## config.mk

```make
export PLATFORM = sky130hd
export DESIGN_NAME = irq_preempt_ctrl
export DESIGN_NICKNAME = d
export VERILOG_FILES = /design/src/rtl/irq_pkg.sv /design/src/rtl/key_edge_sync.sv /design/src/rtl/irq_preempt_ctrl.sv
export SDC_FILE = /design/constraint.sdc
export NUM_CORES = 1
export LEC_CHECK = 0
export CORE_ASPECT_RATIO = 1.5
export CORE_MARGIN = 5
export CORE_UTILIZATION = 25
export CTS_BUF_LIST = sky130_fd_sc_hd__clkbuf_4
export DETAILED_ROUTE_END_ITERATION = 7
export PLACE_DENSITY_LB_ADDON = 0.3
export REMOVE_ABC_BUFFERS = 1
export SETUP_SLACK_MARGIN = 0.05
export SYNTH_ARGS = -nofsm -noshare
export SYNTH_HDL_FRONTEND = slang
export SYNTH_SLANG_ARGS = --single-unit
```

## constraint.sdc

```tcl
create_clock -name clock -period 2.95 [get_ports clock]
set_input_delay 0.4425 -clock clock [delete_from_list [all_inputs] [get_ports clock]]
set_output_delay 0.4425 -clock clock [all_outputs]
set_load 0.01 [all_outputs]
```

## src/rtl/irq_pkg.sv

```systemverilog
// Shared constants for the interrupt/preemption controller: config opcodes,
// arbiter state encoding and pending-vector bit positions.
package irq_pkg;

    localparam logic [3:0] CFG_NOP         = 4'd0;
    localparam logic [3:0] CFG_SET_QUANTUM = 4'd1;
    localparam logic [3:0] CFG_SET_TVEC    = 4'd2;
    localparam logic [3:0] CFG_SET_KVEC    = 4'd3;
    localparam logic [3:0] CFG_TIMER_ON    = 4'd4;
    localparam logic [3:0] CFG_TIMER_OFF   = 4'd5;
    localparam logic [3:0] CFG_KEY_MASK    = 4'd6;
    localparam logic [3:0] CFG_CLR_PEND    = 4'd7;

    typedef enum logic [1:0] {
        ST_IDLE    = 2'd0,
        ST_PRESENT = 2'd1,
        ST_SETTLE  = 2'd2
    } arb_state_t;

    // Timer owns bit 0 (highest priority); key i owns bit PEND_KEY0 + i.
    localparam int unsigned PEND_TIMER = 0;
    localparam int unsigned PEND_KEY0  = 1;

endpackage

```

## src/rtl/key_edge_sync.sv

```systemverilog
// One board key: two-flop synchronizer plus a delayed copy for falling-edge
// detection. fall_c is a one-cycle pulse, combinational from flops.
module key_edge_sync (
    input  logic clock,
    input  logic n_reset,
    input  logic key_n,
    output logic fall_c
);

    logic meta;
    logic sync;
    logic sync_d;

    // Synchronizer chain; idles high so an unpressed key never pulses.
    always_ff @(posedge clock or negedge n_reset) begin
        if (!n_reset) begin
            meta   <= 1'b1;
            sync   <= 1'b1;
            sync_d <= 1'b1;
        end else begin
            meta   <= key_n;
            sync   <= meta;
            sync_d <= sync;
        end
    end

    assign fall_c = sync_d & ~sync;

endmodule

```

## src/rtl/irq_preempt_ctrl.sv

```systemverilog
// Interrupt and preemption controller: user-mode quantum timer, key event
// capture, pending vector and a one-at-a-time arbiter feeding the PC.
module irq_preempt_ctrl
    import irq_pkg::*;
#(
    parameter int unsigned              QUANTUM_W     = 16,
    parameter logic [QUANTUM_W-1:0]     DEF_QUANTUM   = 16'd1000,
    parameter logic [15:0]              DEF_TIMER_VEC = 16'h0010,
    parameter logic [15:0]              DEF_KEY_VEC   = 16'h0020,
    parameter int unsigned              NKEYS         = 4
) (
    input  logic             clock,
    input  logic             n_reset,
    input  logic             cfg_en,
    input  logic [3:0]       cfg_op,
    input  logic [15:0]      cfg_value,
    input  logic [NKEYS-1:0] keys_n,
    input  logic             kernel_mode,
    input  logic             int_ack,
    output logic             timer_int,
    output logic             op_int,
    output logic [15:0]      int_pos,
    output logic [NKEYS:0]   pending
);

    localparam int unsigned NPEND = NKEYS + 1;
    localparam int unsigned SEL_W = $clog2(NPEND);

    logic [QUANTUM_W-1:0] quantum;
    logic [QUANTUM_W-1:0] counter;
    logic [15:0]          timer_vec;
    logic [15:0]          key_vec;
    logic                 timer_en;
    logic [NKEYS-1:0]     key_mask;

    logic [NKEYS-1:0]     key_fall_c;
    logic                 dec_c;
    logic                 fire_c;
    logic [NPEND-1:0]     set_c;
    logic [NPEND-1:0]     ack_mask_c;
    logic [NPEND-1:0]     pending_nxt_c;

    arb_state_t           state;
    arb_state_t           state_nxt_c;
    logic [SEL_W-1:0]     sel;
    logic [SEL_W-1:0]     sel_nxt_c;
    logic [SEL_W-1:0]     pick_c;
    logic                 pick_valid_c;
    logic                 timer_int_nxt_c;
    logic                 op_int_nxt_c;
    logic [15:0]          int_pos_nxt_c;

    // Per-key synchronizer and falling-edge pulse.
    for (genvar g = 0; g < NKEYS; g++) begin : g_key
        key_edge_sync u_sync (
            .clock   (clock),
            .n_reset (n_reset),
            .key_n   (keys_n[g]),
            .fall_c  (key_fall_c[g])
        );
    end

    // Configuration registers written by kernel code over the op/value bus.
    always_ff @(posedge clock or negedge n_reset) begin
        if (!n_reset) begin
            quantum   <= DEF_QUANTUM;
            timer_vec <= DEF_TIMER_VEC;
            key_vec   <= DEF_KEY_VEC;
            timer_en  <= 1'b0;
            key_mask  <= '1;
        end else if (cfg_en) begin
            case (cfg_op)
                CFG_SET_QUANTUM: quantum   <= QUANTUM_W'(cfg_value);
                CFG_SET_TVEC:    timer_vec <= cfg_value;
                CFG_SET_KVEC:    key_vec   <= cfg_value;
                CFG_TIMER_ON:    timer_en  <= 1'b1;
                CFG_TIMER_OFF:   timer_en  <= 1'b0;
                CFG_KEY_MASK:    key_mask  <= cfg_value[NKEYS-1:0];
                default:         ;
            endcase
        end
    end

    assign dec_c  = timer_en & ~kernel_mode & (quantum != '0);
    assign fire_c = dec_c & (counter == QUANTUM_W'(1));

    // Quantum counter: runs only in user mode; config writes take precedence.
    always_ff @(posedge clock or negedge n_reset) begin
        if (!n_reset) begin
            counter <= DEF_QUANTUM;
        end else if (cfg_en && (cfg_op == CFG_SET_QUANTUM)) begin
            counter <= QUANTUM_W'(cfg_value);
        end else if (cfg_en && (cfg_op == CFG_TIMER_ON)) begin
            counter <= quantum;
        end else if (dec_c) begin
            // A stray zero count reloads without firing.
            if (counter <= QUANTUM_W'(1)) begin
                counter <= quantum;
            end else begin
                counter <= counter - QUANTUM_W'(1);
            end
        end
    end

    assign set_c = {key_fall_c & ~key_mask, fire_c};

    // Pending update: clears first, then new events, so a same-cycle set wins.
    always_comb begin
        pending_nxt_c = pending;
        if (cfg_en && (cfg_op == CFG_CLR_PEND)) begin
            pending_nxt_c = pending_nxt_c & ~cfg_value[NKEYS:0];
        end
        pending_nxt_c = (pending_nxt_c & ~ack_mask_c) | set_c;
    end

    // Lowest set pending bit wins: timer first, then key0 upward.
    always_comb begin
        pick_valid_c = 1'b0;
        pick_c       = '0;
        for (int unsigned i = 0; i < NPEND; i++) begin
            if (!pick_valid_c && pending[i]) begin
                pick_valid_c = 1'b1;
                pick_c       = SEL_W'(i);
            end
        end
    end

    // Arbiter next-state and next-output logic.
    always_comb begin
        state_nxt_c     = state;
        sel_nxt_c       = sel;
        timer_int_nxt_c = timer_int;
        op_int_nxt_c    = op_int;
        int_pos_nxt_c   = int_pos;
        ack_mask_c      = '0;
        case (state)
            ST_IDLE: begin
                if (pick_valid_c && !kernel_mode) begin
                    sel_nxt_c   = pick_c;
                    state_nxt_c = ST_PRESENT;
                    if (pick_c == SEL_W'(PEND_TIMER)) begin
                        timer_int_nxt_c = 1'b1;
                        int_pos_nxt_c   = timer_vec;
                    end else begin
                        op_int_nxt_c  = 1'b1;
                        int_pos_nxt_c = key_vec + 16'(pick_c) - 16'(PEND_KEY0);
                    end
                end
            end
            ST_PRESENT: begin
                if (int_ack) begin
                    for (int unsigned i = 0; i < NPEND; i++) begin
                        if (sel == SEL_W'(i)) begin
                            ack_mask_c[i] = 1'b1;
                        end
                    end
                    timer_int_nxt_c = 1'b0;
                    op_int_nxt_c    = 1'b0;
                    int_pos_nxt_c   = '0;
                    state_nxt_c     = ST_SETTLE;
                end
            end
            ST_SETTLE: begin
                state_nxt_c = ST_IDLE;
            end
            default: begin
                state_nxt_c     = ST_IDLE;
                timer_int_nxt_c = 1'b0;
                op_int_nxt_c    = 1'b0;
                int_pos_nxt_c   = '0;
            end
        endcase
    end

    // Arbiter state, selection and registered request outputs.
    always_ff @(posedge clock or negedge n_reset) begin
        if (!n_reset) begin
            state     <= ST_IDLE;
            sel       <= '0;
            timer_int <= 1'b0;
            op_int    <= 1'b0;
            int_pos   <= '0;
            pending   <= '0;
        end else begin
            state     <= state_nxt_c;
            sel       <= sel_nxt_c;
            timer_int <= timer_int_nxt_c;
            op_int    <= op_int_nxt_c;
            int_pos   <= int_pos_nxt_c;
            pending   <= pending_nxt_c;
        end
    end

endmodule

```

# Word-level counts from Yosys, hierarchy flattened
# Index checks and enable logic that the tools add are counted.
# totals
inputBits	29
output_inout_bits	23
regBits	109
# classes
bitwise_logic	20
addsub	3
n_eq_ne	18
n_reduce_logical	29
muxes	36
order_cmp	1
# op_table
op	n
two-way mux 16 bit	7
one-hot mux 16 bit (3 select lines)	1
subtractor 16 x 1 -> 16 bit (second input constant)	2
adder 16 x 3 -> 16 bit	1
== test 16 x 1 -> 1 bit (second input constant)	1
== test 4 x 3 -> 1 bit (second input constant)	4
<= comparator 16 x 1 -> 1 bit (second input constant)	1
two-way mux 1 bit	16
nonzero test 16 bit	1
two-way mux 5 bit	3
AND reduction 2 bit	7
AND 5 bit	2
NOT 5 bit	2
two-way mux 3 bit	3
== test 4 x 2 -> 1 bit (second input constant)	2
logical AND 1 bit	8
inequality test 2 bit (second input constant)	4
AND reduction 4 bit	2
AND 1 bit	7
== test 3 x 2 -> 1 bit (second input constant)	2
logical NOT 3 bit	2
NOT 1 bit	6
one-hot mux 1 bit (3 select lines)	2
logical NOT 1 bit	5
15 further kinds	16

# Depth between registers and ports, before layout
# Gate-level depths: netlist (run 1).
# logic_depth
depth_word	18
mapped_depth	13

# Cells and area by module
# From an unflattened synthesis (run 1), not the netlist that was laid out.
# unflattened
cells_unflattened	550
hier_area_um2	5607.9
# modules_own_cells
module	seq_area_each_um2	cells_per_inst	area_per_inst_um2	instances
irq_preempt_ctrl	2449.8	534	5237.5	1
key_edge_sync	78.8	4	92.6	4

# Least setup slack after synthesis (run 1)
# OpenSTA, ideal clock, no wires.
# synth_timing
kind	flip-flop to flip-flop
from	reg pending[0]
to	reg int_pos[9]
path_stages_with_launch	14
arrival_ps	2578
setup_slack_ps	276
period_less_slack_ps	2674
required_ps	2854
path_cell_list	dfrtp_1 > nor2_1 > o21ai_0 > ha_1 > inv_1 > ha_1 > inv_1 > fa_1 > nor2b_1 > o2111ai_1 > a31oi_1 > o21a_1 > nor3_1 > o31ai_1
# synth_between
elab_chain_cells	18
word_cells_on_any_way	26
classes_between	add/sub (2); eq/ne (1); mux (12); reduce/logical (11)
# synth_rtl
element	line	source
from (decl)	irq_preempt_ctrl.sv:23	output logic [NKEYS:0] pending
from (signal assigned)	irq_preempt_ctrl.sv:190	pending <= pending_nxt_c;
two-way mux 1 bit (*)	irq_preempt_ctrl.sv:121	if (!pick_valid_c && pending[i]) begin
logical NOT 1 bit	irq_preempt_ctrl.sv:121	
logical AND 1 bit	irq_preempt_ctrl.sv:121	
two-way mux 1 bit	irq_preempt_ctrl.sv:121	
logical NOT 1 bit	irq_preempt_ctrl.sv:121	
logical AND 1 bit	irq_preempt_ctrl.sv:121	
two-way mux 1 bit	irq_preempt_ctrl.sv:121	
logical NOT 1 bit	irq_preempt_ctrl.sv:121	
[2 not listed]	--	
logical NOT 1 bit	irq_preempt_ctrl.sv:121	
logical AND 1 bit	irq_preempt_ctrl.sv:121	
two-way mux 3 bit	irq_preempt_ctrl.sv:121	
adder 16 x 3 -> 16 bit	irq_preempt_ctrl.sv:146	int_pos_nxt_c = key_vec + 16'(pick_c) - 16'(PEND_KEY0);
subtractor 16 x 1 -> 16 bit	irq_preempt_ctrl.sv:146	
two-way mux 16 bit	irq_preempt_ctrl.sv:141	if (pick_c == SEL_W'(PEND_TIMER)) begin
two-way mux 16 bit	irq_preempt_ctrl.sv:138	if (pick_valid_c && !kernel_mode) begin
one-hot mux 16 bit (3 select lines)	irq_preempt_ctrl.sv:136	case (state)
to (signal assigned)	irq_preempt_ctrl.sv:189	int_pos <= int_pos_nxt_c;
to (decl)	irq_preempt_ctrl.sv:22	output logic [15:0] int_pos,
# Every way passes the cells marked *; elsewhere a longest branch is shown, timed or not. The select of a mux whose other input is x is not followed.
# A chain may end at the register's enable or synchronous reset.

# Worst setup path after layout (run 1)
# layout_timing
from	reg pending[2]
to	reg int_pos[9]
# layout_between
elab_chain_cells	13
word_cells_on_any_way	20
classes_between	add/sub (2); eq/ne (1); mux (9); reduce/logical (8)
# layout_rtl
element	line
logical AND 1 bit (*)	irq_preempt_ctrl.sv:121
two-way mux 1 bit	irq_preempt_ctrl.sv:121
logical NOT 1 bit	irq_preempt_ctrl.sv:121
logical AND 1 bit	irq_preempt_ctrl.sv:121
two-way mux 1 bit	irq_preempt_ctrl.sv:121
logical NOT 1 bit	irq_preempt_ctrl.sv:121
logical AND 1 bit	irq_preempt_ctrl.sv:121
two-way mux 3 bit	irq_preempt_ctrl.sv:121
adder 16 x 3 -> 16 bit	irq_preempt_ctrl.sv:146
subtractor 16 x 1 -> 16 bit	irq_preempt_ctrl.sv:146
two-way mux 16 bit	irq_preempt_ctrl.sv:141
two-way mux 16 bit	irq_preempt_ctrl.sv:138
one-hot mux 16 bit (3 select lines)	irq_preempt_ctrl.sv:136
# Marks and branches as above.

==> summary.md, run 1 <==
| Metric | Value |
|---|---|
| Status | finished clean |
| Initial antenna violation count | 1 |
| CTS Buffer Depth | 2 |
| CP Data Arrival Time | 3.18 ns |
| Distinct cell type count after synthesis | 60 |
| H-tree levels | 3 |
| Die area | 0.0254 mm^2 |
| Hold Violations, Final | 0 |
| RSZ-0062 raised after global routing | yes |
| Post-synth top cells | nand2_1, dfrtp_1, o21ai_0 |
| Synthesized cell area | 0.00556 mm^2 |
| Flip-flop and latch area | 0.00277 mm^2 |
| Die Width | 132 um |
| Max-Cap Viols | 0 |
| YS warnings | 0 |
| Synth top area cells | dfrtp_1, dfstp_2, nand2_1 |
| Clock transition at path regs | 0.18 ns |
| Nets | 680 |
| CTS sink cnt | 109 |
| Footprint of the multi-input gates | 0.00262 mm^2 |
| Top Metal Used | met4 |
| Relative slew slack | 51.2% |
| Synth-to-Final Area Change | 20.8% |
| Row Count | 66 |
| Placed cell count | 890 |
| Initial DRC Count | 198 |
| Worst Path Required | 3.36 ns |
| Fmax | 0.362 GHz |
| Met3 WL | 359 um |
| Post-Synthesis Cells | 562 |
| Largest net degree at the start of global routing | 54 |
| Routed wl met2 | 8.34 mm |
| Top_reg_cell synth | dfrtp_1 |
| Die height | 193 um |
| VDD IR max | 231 uV |
| Number of fill cells in the layout | 2,284 |
| Fraction of layout cells with a size suffix above 1 | 17.6% |
| Final setup fails | 0 |
| DR pass1 iterations | 4 |
| Global-route wire length before repair | 25.7 mm |
| Crit. End Element | flop |
| Worst setup path category | reg -> reg |
| Top cell type's share of synthesized area | 35.6% |
| Via count of the first global-routing pass | 4,571 |
| Post-route worst setup slack | 0.184 ns |
| Startpoint types | flop |
| Routed vias/inst | 4.86 |
| Most frequent cell after synthesis | nand2_1 |
| Pre-CTS WS | 0.0227 ns |
| Hold WS | 0.360 ns |
| Via count | 4,418 |
| Total grt overflow | 0 |
| Final Max Tran Viols | 0 |
| Boundary Pins | 52 |
| Clock root cell | clkbuf_4 |
| Leakage | 2.91 nW |
| Fin crit share | 93.8% |
| Number of port buffers | 51 |
| Later-pin clock latency in the skew report | 0.48 ns |
| GP Congestion | 0.895 |
| Async set-reset flop share out of synthesis | 100% |
| Metal-1 WL | 6.73 mm |
| Final min period | 2.77 ns |
| Syn avg cell area | 9.89 um^2 |
| Area leader, netlist | dfrtp_1 |
| Worst hold path type | in -> reg |
| Critical path fanouts, max | 5 |
| Initial Util | 25.5% |
| R2R Setup Slk | 0.18 ns |
| Avg WL per Cell | 17.5 um |
| Core footprint | 0.0218 mm^2 |
| Hpwl dp | 11.9 mm |
| Pwr Total | 5.47 mW |
| Slew @ Worst Pin | 0.732 ns |
| P per Cell Area | 815 mW/mm^2 |
| Final WL | 16.0 mm |
| Setup Total Neg Slack | 0 ns |
| Drt drc | 0 |
| CTS tree | done |
| Number of synthesized flops with an enable pin | 0 |
| Non-filler instance count after layout | 909 |
| CTS Buf Count | 9 |
| Gr usage total | 12.8% |
| Worst Skew | 0.0219 ns |
| Sequential share of the synthesized area | 49.8% |
| Yosys reg bits | 109 |
| Routed Antenna Nets | 0 |
worst max-delay path, stage by stage (launching register included):
cell and delay (ns):
dfrtp_1 0.47, o21ai_1 0.23, ha_1 0.26, inv_1 0.06, ha_1 0.19, inv_1 0.07, fa_1 0.41, nor2b_2 0.17
o2111ai_1 0.19, a31oi_1 0.25, o21a_1 0.16, nor3_1 0.05, o31ai_1 0.22
per-layer routing:
layer  up-vias  global-route usage (%)
li1       2143                       -
met1      2177                    15.3
met2        71                    22.7
met3        27                    1.56
met4         0                    5.90
met5         -                       0
timing repair:
item / in CTS / in global routing
hold buffers: 1 / 0
endpoints found under the hold margin: 20 / 0
buffers inserted: 0 / 1
pin swaps: 0 / 4
gates resized for setup: 1 / 6
setup endpoints to repair: 1 / 8
cell usage in the layout (no fill, tap or decap), drive strengths merged, types with 8 or more instances in the layout:
cell | netlist | routed
a22o | 9 | 9
nor2 | 38 | 38
clkbuf | 10 | 9
mux2 | 21 | 21
xor2 | 8 | 8
nand2 | 84 | 84
o21ai | 53 | 53
clkdlybuf4s50 | 0 | 50
a21o | 12 | 12
buf | 8 | 25
nor3 | 13 | 13
nand3 | 14 | 14
dfrtp | 79 | 79
inv | 31 | 31
a31oi | 8 | 8
dfstp | 30 | 30
a21oi | 22 | 22
ha | 19 | 19
a22oi | 13 | 13
power by group:
group	leakage (nW)	internal, mW	switching [mW]
registers	1.28	1.97	0.373
logic	1.56	1.12	1.24
clock network	0.0654	0.252	0.525
total	2.91	3.34	2.14
sequential cells by signal, indices dropped and copies added (netlist names):
| signal | cells |
|---|---|
| counter | 16 |
| timer_en | 1 |
| quantum | 16 |
| pending | 5 |
| sel | 3 |
| g_key.u_sync.meta | 4 |
| key_vec | 16 |
| g_key.u_sync.sync_d | 4 |
| timer_int | 1 |
| op_int | 1 |
| timer_vec | 16 |
| key_mask | 4 |
| g_key.u_sync.sync | 4 |
| state | 2 |
| int_pos | 16 |
cell type report:
| class | instances | share of cell area, % |
|---|---|---|
| Inverter | 31 | 1.73 |
| Tap cell | 272 | 5.07 |
| Multi-Input combinational cell | 404 | 39.0 |
| Timing Repair Buffer | 76 | 11.0 |
| Antenna cell | 1 | 0.0373 |
| Clock inverter | 7 | 0.988 |
| Clock buffer | 9 | 1.01 |
| Sequential cell | 109 | 41.2 |
cells by family after synthesis:
| family | synth area share [%] |
|---|---|
| AO/OA/AOI/OAI | 18.8 |
| adder cells (fa/ha/maj) | 4.64 |
| XOR/XNOR | 2.36 |
| flip-flops | 49.8 |
| multiplexers | 4.80 |
| AND/OR/NAND/NOR | 16.0 |
| buffers and inverters | 3.62 |
per-stage QoR:
step	instance area, um^2	utilization (%)
after floorplan	5470	-
after global placement	6530	30.0
after detailed placement	6530	30.0
after CTS	6680	30.6
after global routing	6710	30.8
final	6710	30.8
path summary, 6_finish.rpt:
path	start	end	depth (start not counted)
worst min register to register	g_key[1].u_sync.meta$_DFF_PN1_	g_key[1].u_sync.sync$_DFF_PN1_	0
max in group asynchronous	n_reset	quantum[9]$_DFFE_PN1P_	3
worst max register to register	pending[2]$_DFF_PN0_	int_pos[9]$_DFFE_PN0P_	12
worst min-delay path	keys_n[0]	g_key[0].u_sync.meta$_DFF_PN1_	1
worst max-delay path	pending[2]$_DFF_PN0_	int_pos[9]$_DFFE_PN0P_	12
min in group asynchronous	n_reset	key_vec[0]$_DFFE_PN0P_	2
(Power assumes the default switching activity.)
==> run 2: changes to the inputs <==
--- a/config.mk
+++ b/config.mk
@@ -5,6 +5,7 @@
 export SDC_FILE = /design/constraint.sdc
 export NUM_CORES = 1
 export LEC_CHECK = 0
+export CAP_MARGIN = 30
 export CORE_ASPECT_RATIO = 1.5
 export CORE_MARGIN = 5
 export CORE_UTILIZATION = 25
==> results of run 2 <==
Final layout, timing and power as in run 1 (identical DEF).
==> run 3: changes to the inputs <==
--- a/config.mk
+++ b/config.mk
@@ -16,4 +16,5 @@
 export SETUP_SLACK_MARGIN = 0.05
 export SYNTH_ARGS = -nofsm -noshare
 export SYNTH_HDL_FRONTEND = slang
+export SYNTH_HIERARCHICAL = 1
 export SYNTH_SLANG_ARGS = --single-unit
==> run 3 against run 2 <==
Against the previous run: fmax shrank 2.6%; global-route usage shrank 1.3 points; non-clock buffer count grew 6.
==> summary.md, run 3 <==
| Metric | Value |
|---|---|
| Status | finished clean |
| Leakage | 3.01 nW (+3.4%) |
| Worst hold path type | in -> async |
| Die area | 0.0256 mm^2 (+0.84%) |
| CTS sink cnt | 109 (unchanged) |
| Worst Path Buf+Inv | 2 (unchanged) |
| CTS Buf Count | 9 (unchanged) |
| Initial Util | 25.2% (-0.25 points) |
| Synthesized cell area | 0.00561 mm^2 (+0.90%) |
| Post-route worst setup slack | 0.110 ns (-0.0736 ns) |
| # hold bufs at CTS | 0 (-1) |
| GR Util met3 | 1.56% (-0.0057 points) |
| Global-route wire length before repair | 23.5 mm (-8.4%) |
| Sequential share of the synthesized area | 49.3% (-0.44 points) |
| Most frequent cells in the layout | nand2_1, dfrtp_1, clkdlybuf4s50_1 |
| Dpl cell area | 0.00658 mm^2 (+0.69%) |
| Area leader, netlist | dfrtp_1 |
| Relative slew slack | 48.7% (-2.5 points) |
| Number of fill cells in the layout | 2,250 (-1.5%) |
| VDD IR max | 226 uV (-1.9%) |
| Hpwl dp | 11.2 mm (-6.5%) |
| Syn avg cell area | 10.2 um^2 (+3.1%) |
| Avg WL per Cell | 15.8 um (-9.9%) |
| Pre-CTS WS | -0.0379 ns (-0.0606 ns) |
| Die height | 193 um (+0.43%) |
| Boundary Pins | 52 (unchanged) |
| Via count | 4,230 (-4.3%) |
| Worst Skew | 0.0170 ns (-0.00485 ns) |
| Clock root cell | clkbuf_4 |
| GP Congestion | 0.787 (-12%) |
| Met1 Resource Use GR | 12.2% (-3.2 points) |
| DR pass1 iterations | 4 (unchanged) |
| Distinct cell type count after synthesis | 65 (+8.3%) |
| RSZ-0062 raised after global routing | yes |
| Total grt overflow | 0 (unchanged) |
| Row Count | 67 (+1.5%) |
| Footprint of the multi-input gates | 0.00273 mm^2 (+4.1%) |
| Fmax | 0.352 GHz (-2.6%) |
| Most frequent cell after synthesis | nand2_1 |
| Hold Violations, Final | 0 (unchanged) |
| Routed vias/inst | 4.66 (-4.1%) |
| Number of port buffers | 51 (unchanged) |
| YS warnings | 6 (+6) |
| Flip-flop and latch area | 0.00277 mm^2 (about the same) |
| Most common cell after layout, fill and taps aside | nand2_1 |
| Post-Synthesis Cells | 550 (-2.1%) |
| Final min period | 2.84 ns (+0.0736 ns) |
| Final instance area | 0.00691 mm^2 (+2.9%) |
| Yosys reg bits | 109 (unchanged) |
| Final Max Tran Viols | 0 (unchanged) |
| Setup Total Neg Slack | 0 ns (unchanged) |
| P per Cell Area | 797 mW/mm^2 (-2.3%) |
| Most Crowded Layer GR | met2 |
| Slew @ Worst Pin | 0.770 ns (+0.0380 ns) |
| Post-synth top cells | nand2_1, dfrtp_1, o21ai_0 |
| Async set-reset flop share out of synthesis | 100% (unchanged) |
| Initial DRC Count | 290 (+46%) |
| Top cell type's share of synthesized area | 35.3% (-0.32 points) |
| CTS Buffer Depth | 2 (unchanged) |
| Top_reg_cell synth | dfrtp_1 |
| Fraction of layout cells with a size suffix above 1 | 24.2% (+6.6 points) |
| CP max stage delay | 0.45 ns (-0.02 ns) |
| Startpoint types | flop |
| Worst setup path category | reg -> reg |
| Later-pin clock latency in the skew report | 0.47 ns (about the same) |
| Hold WS | 0.0472 ns (-0.313 ns) |
| Nets | 675 (-0.74%) |
| Via count of the first global-routing pass | 4,437 (-2.9%) |
| Non-filler instance count after layout | 908 (-0.11%) |
| Util after Layout | 31.1% (+0.30 points) |
| CP cell instances | buf_4, nor2_4, nand3_2, ha_4, inv_1, ha_1, nor2b_2, o31a_1, o311a_4, nor4b_4, o31ai_2, xnor2_1, o21ai_1 |
| Placed cell count | 886 (-0.45%) |
| Die Width | 132 um (+0.41%) |
| Synth top area cells | dfrtp_1, dfstp_2, mux2_2 |
| Number of synthesized flops with an enable pin | 0 (unchanged) |
| H-tree levels | 3 (unchanged) |
| Final setup fails | 0 (unchanged) |
| Drt drc | 0 (unchanged) |
| Clock transition at path regs | 0.16 ns (-0.02 ns) |
| CP Data Arrival Time | 3.21 ns (+0.03 ns) |
| Met2 usage | 22.3% (-0.39 points) |
| Largest net degree at the start of global routing | 61 (+13%) |
| Crit-path slowest cell | dfrtp_2 |
| Critical path fanouts, max | 4 (-1) |
| Initial antenna violation count | 1 (unchanged) |
| Gr usage total | 11.4% (-1.3 points) |
| Worst Path Required | 3.32 ns (-0.04 ns) |
| Crit. End Element | flop |
| CTS tree | done |
| Max-Cap Viols | 0 (unchanged) |
| Pwr Total | 5.50 mW (+0.55%) |
| Synth-to-Final Area Change | 23.2% |
| CP delay by family, top | compound AO/OA/AOI/OAI gates |
| Routed Antenna Nets | 0 (unchanged) |
| Fin crit share | 96.3% (+2.5 points) |
| Final WL | 14.4 mm (-10%) |
| Core footprint | 0.0222 mm^2 (+1.9%) |
[run 3: cell type report]
| type | instances | area share, % |
|---|---|---|
| well taps | 276 | 5.00 |
| inverters | 39 | 2.12 |
| flip-flops and latches | 109 | 40.1 |
| clock inverters | 5 | 1.21 |
| diodes | 1 | 0.0362 |
| multi-input cells | 385 | 39.5 |
| repair buffers | 82 | 10.9 |
| clock buffers | 11 | 1.20 |
[run 3: path summary, 6_finish.rpt]
check	start	end	slack [ns]	depth (start not counted)
max	pending[3]$_DFF_PN0_	int_pos[15]$_DFFE_PN0P_	0.11	13
min	n_reset	pending[0]$_DFF_PN0_	0.05	1
max reg2reg	pending[3]$_DFF_PN0_	int_pos[15]$_DFFE_PN0P_	0.11	13
min reg2reg	g_key[1].u_sync/meta$_DFF_PN1_	g_key[1].u_sync/sync$_DFF_PN1_	0.37	0
max in group asynchronous	n_reset	counter[6]$_DFFE_PN1P_	2.14	2
min in group clock	g_key[1].u_sync/meta$_DFF_PN1_	g_key[1].u_sync/sync$_DFF_PN1_	0.37	0
[run 3: kinds of logic after synthesis]
group | synth area share, %
AOI/OAI and AO/OA | 14.7
xor gates and xnor gates | 2.81
adders and majority gates | 4.60
buffers and inverters | 4.22
DFF | 49.3
muxes | 8.14
and+or+nand+nor | 16.3
[run 3: power by group]
| part | internal, mW | switching, mW |
|---|---|---|
| registers | 1.97 | 0.345 |
| logic | 1.18 | 1.14 |
| clock network | 0.366 | 0.503 |
[run 3: routing by layer]
| metal | up-vias | wire length [um] |
|---|---|---|
| met4 | 0 | 263 |
| met3 | 15 | 290 |
| met5 | - | 0 |
| met1 | 2089 | 5580 |
| met2 | 47 | 8230 |
| li1 | 2079 | - |
[run 3: repair_timing]
action                                  4_1_cts  5_1_grt
setup buffers                                 0        5
pin swaps                                     0       13
gates cloned                                  0        0
hold endpoints to repair                      0        0
resized for setup                             3       24
endpoints found under the setup margin        3        6
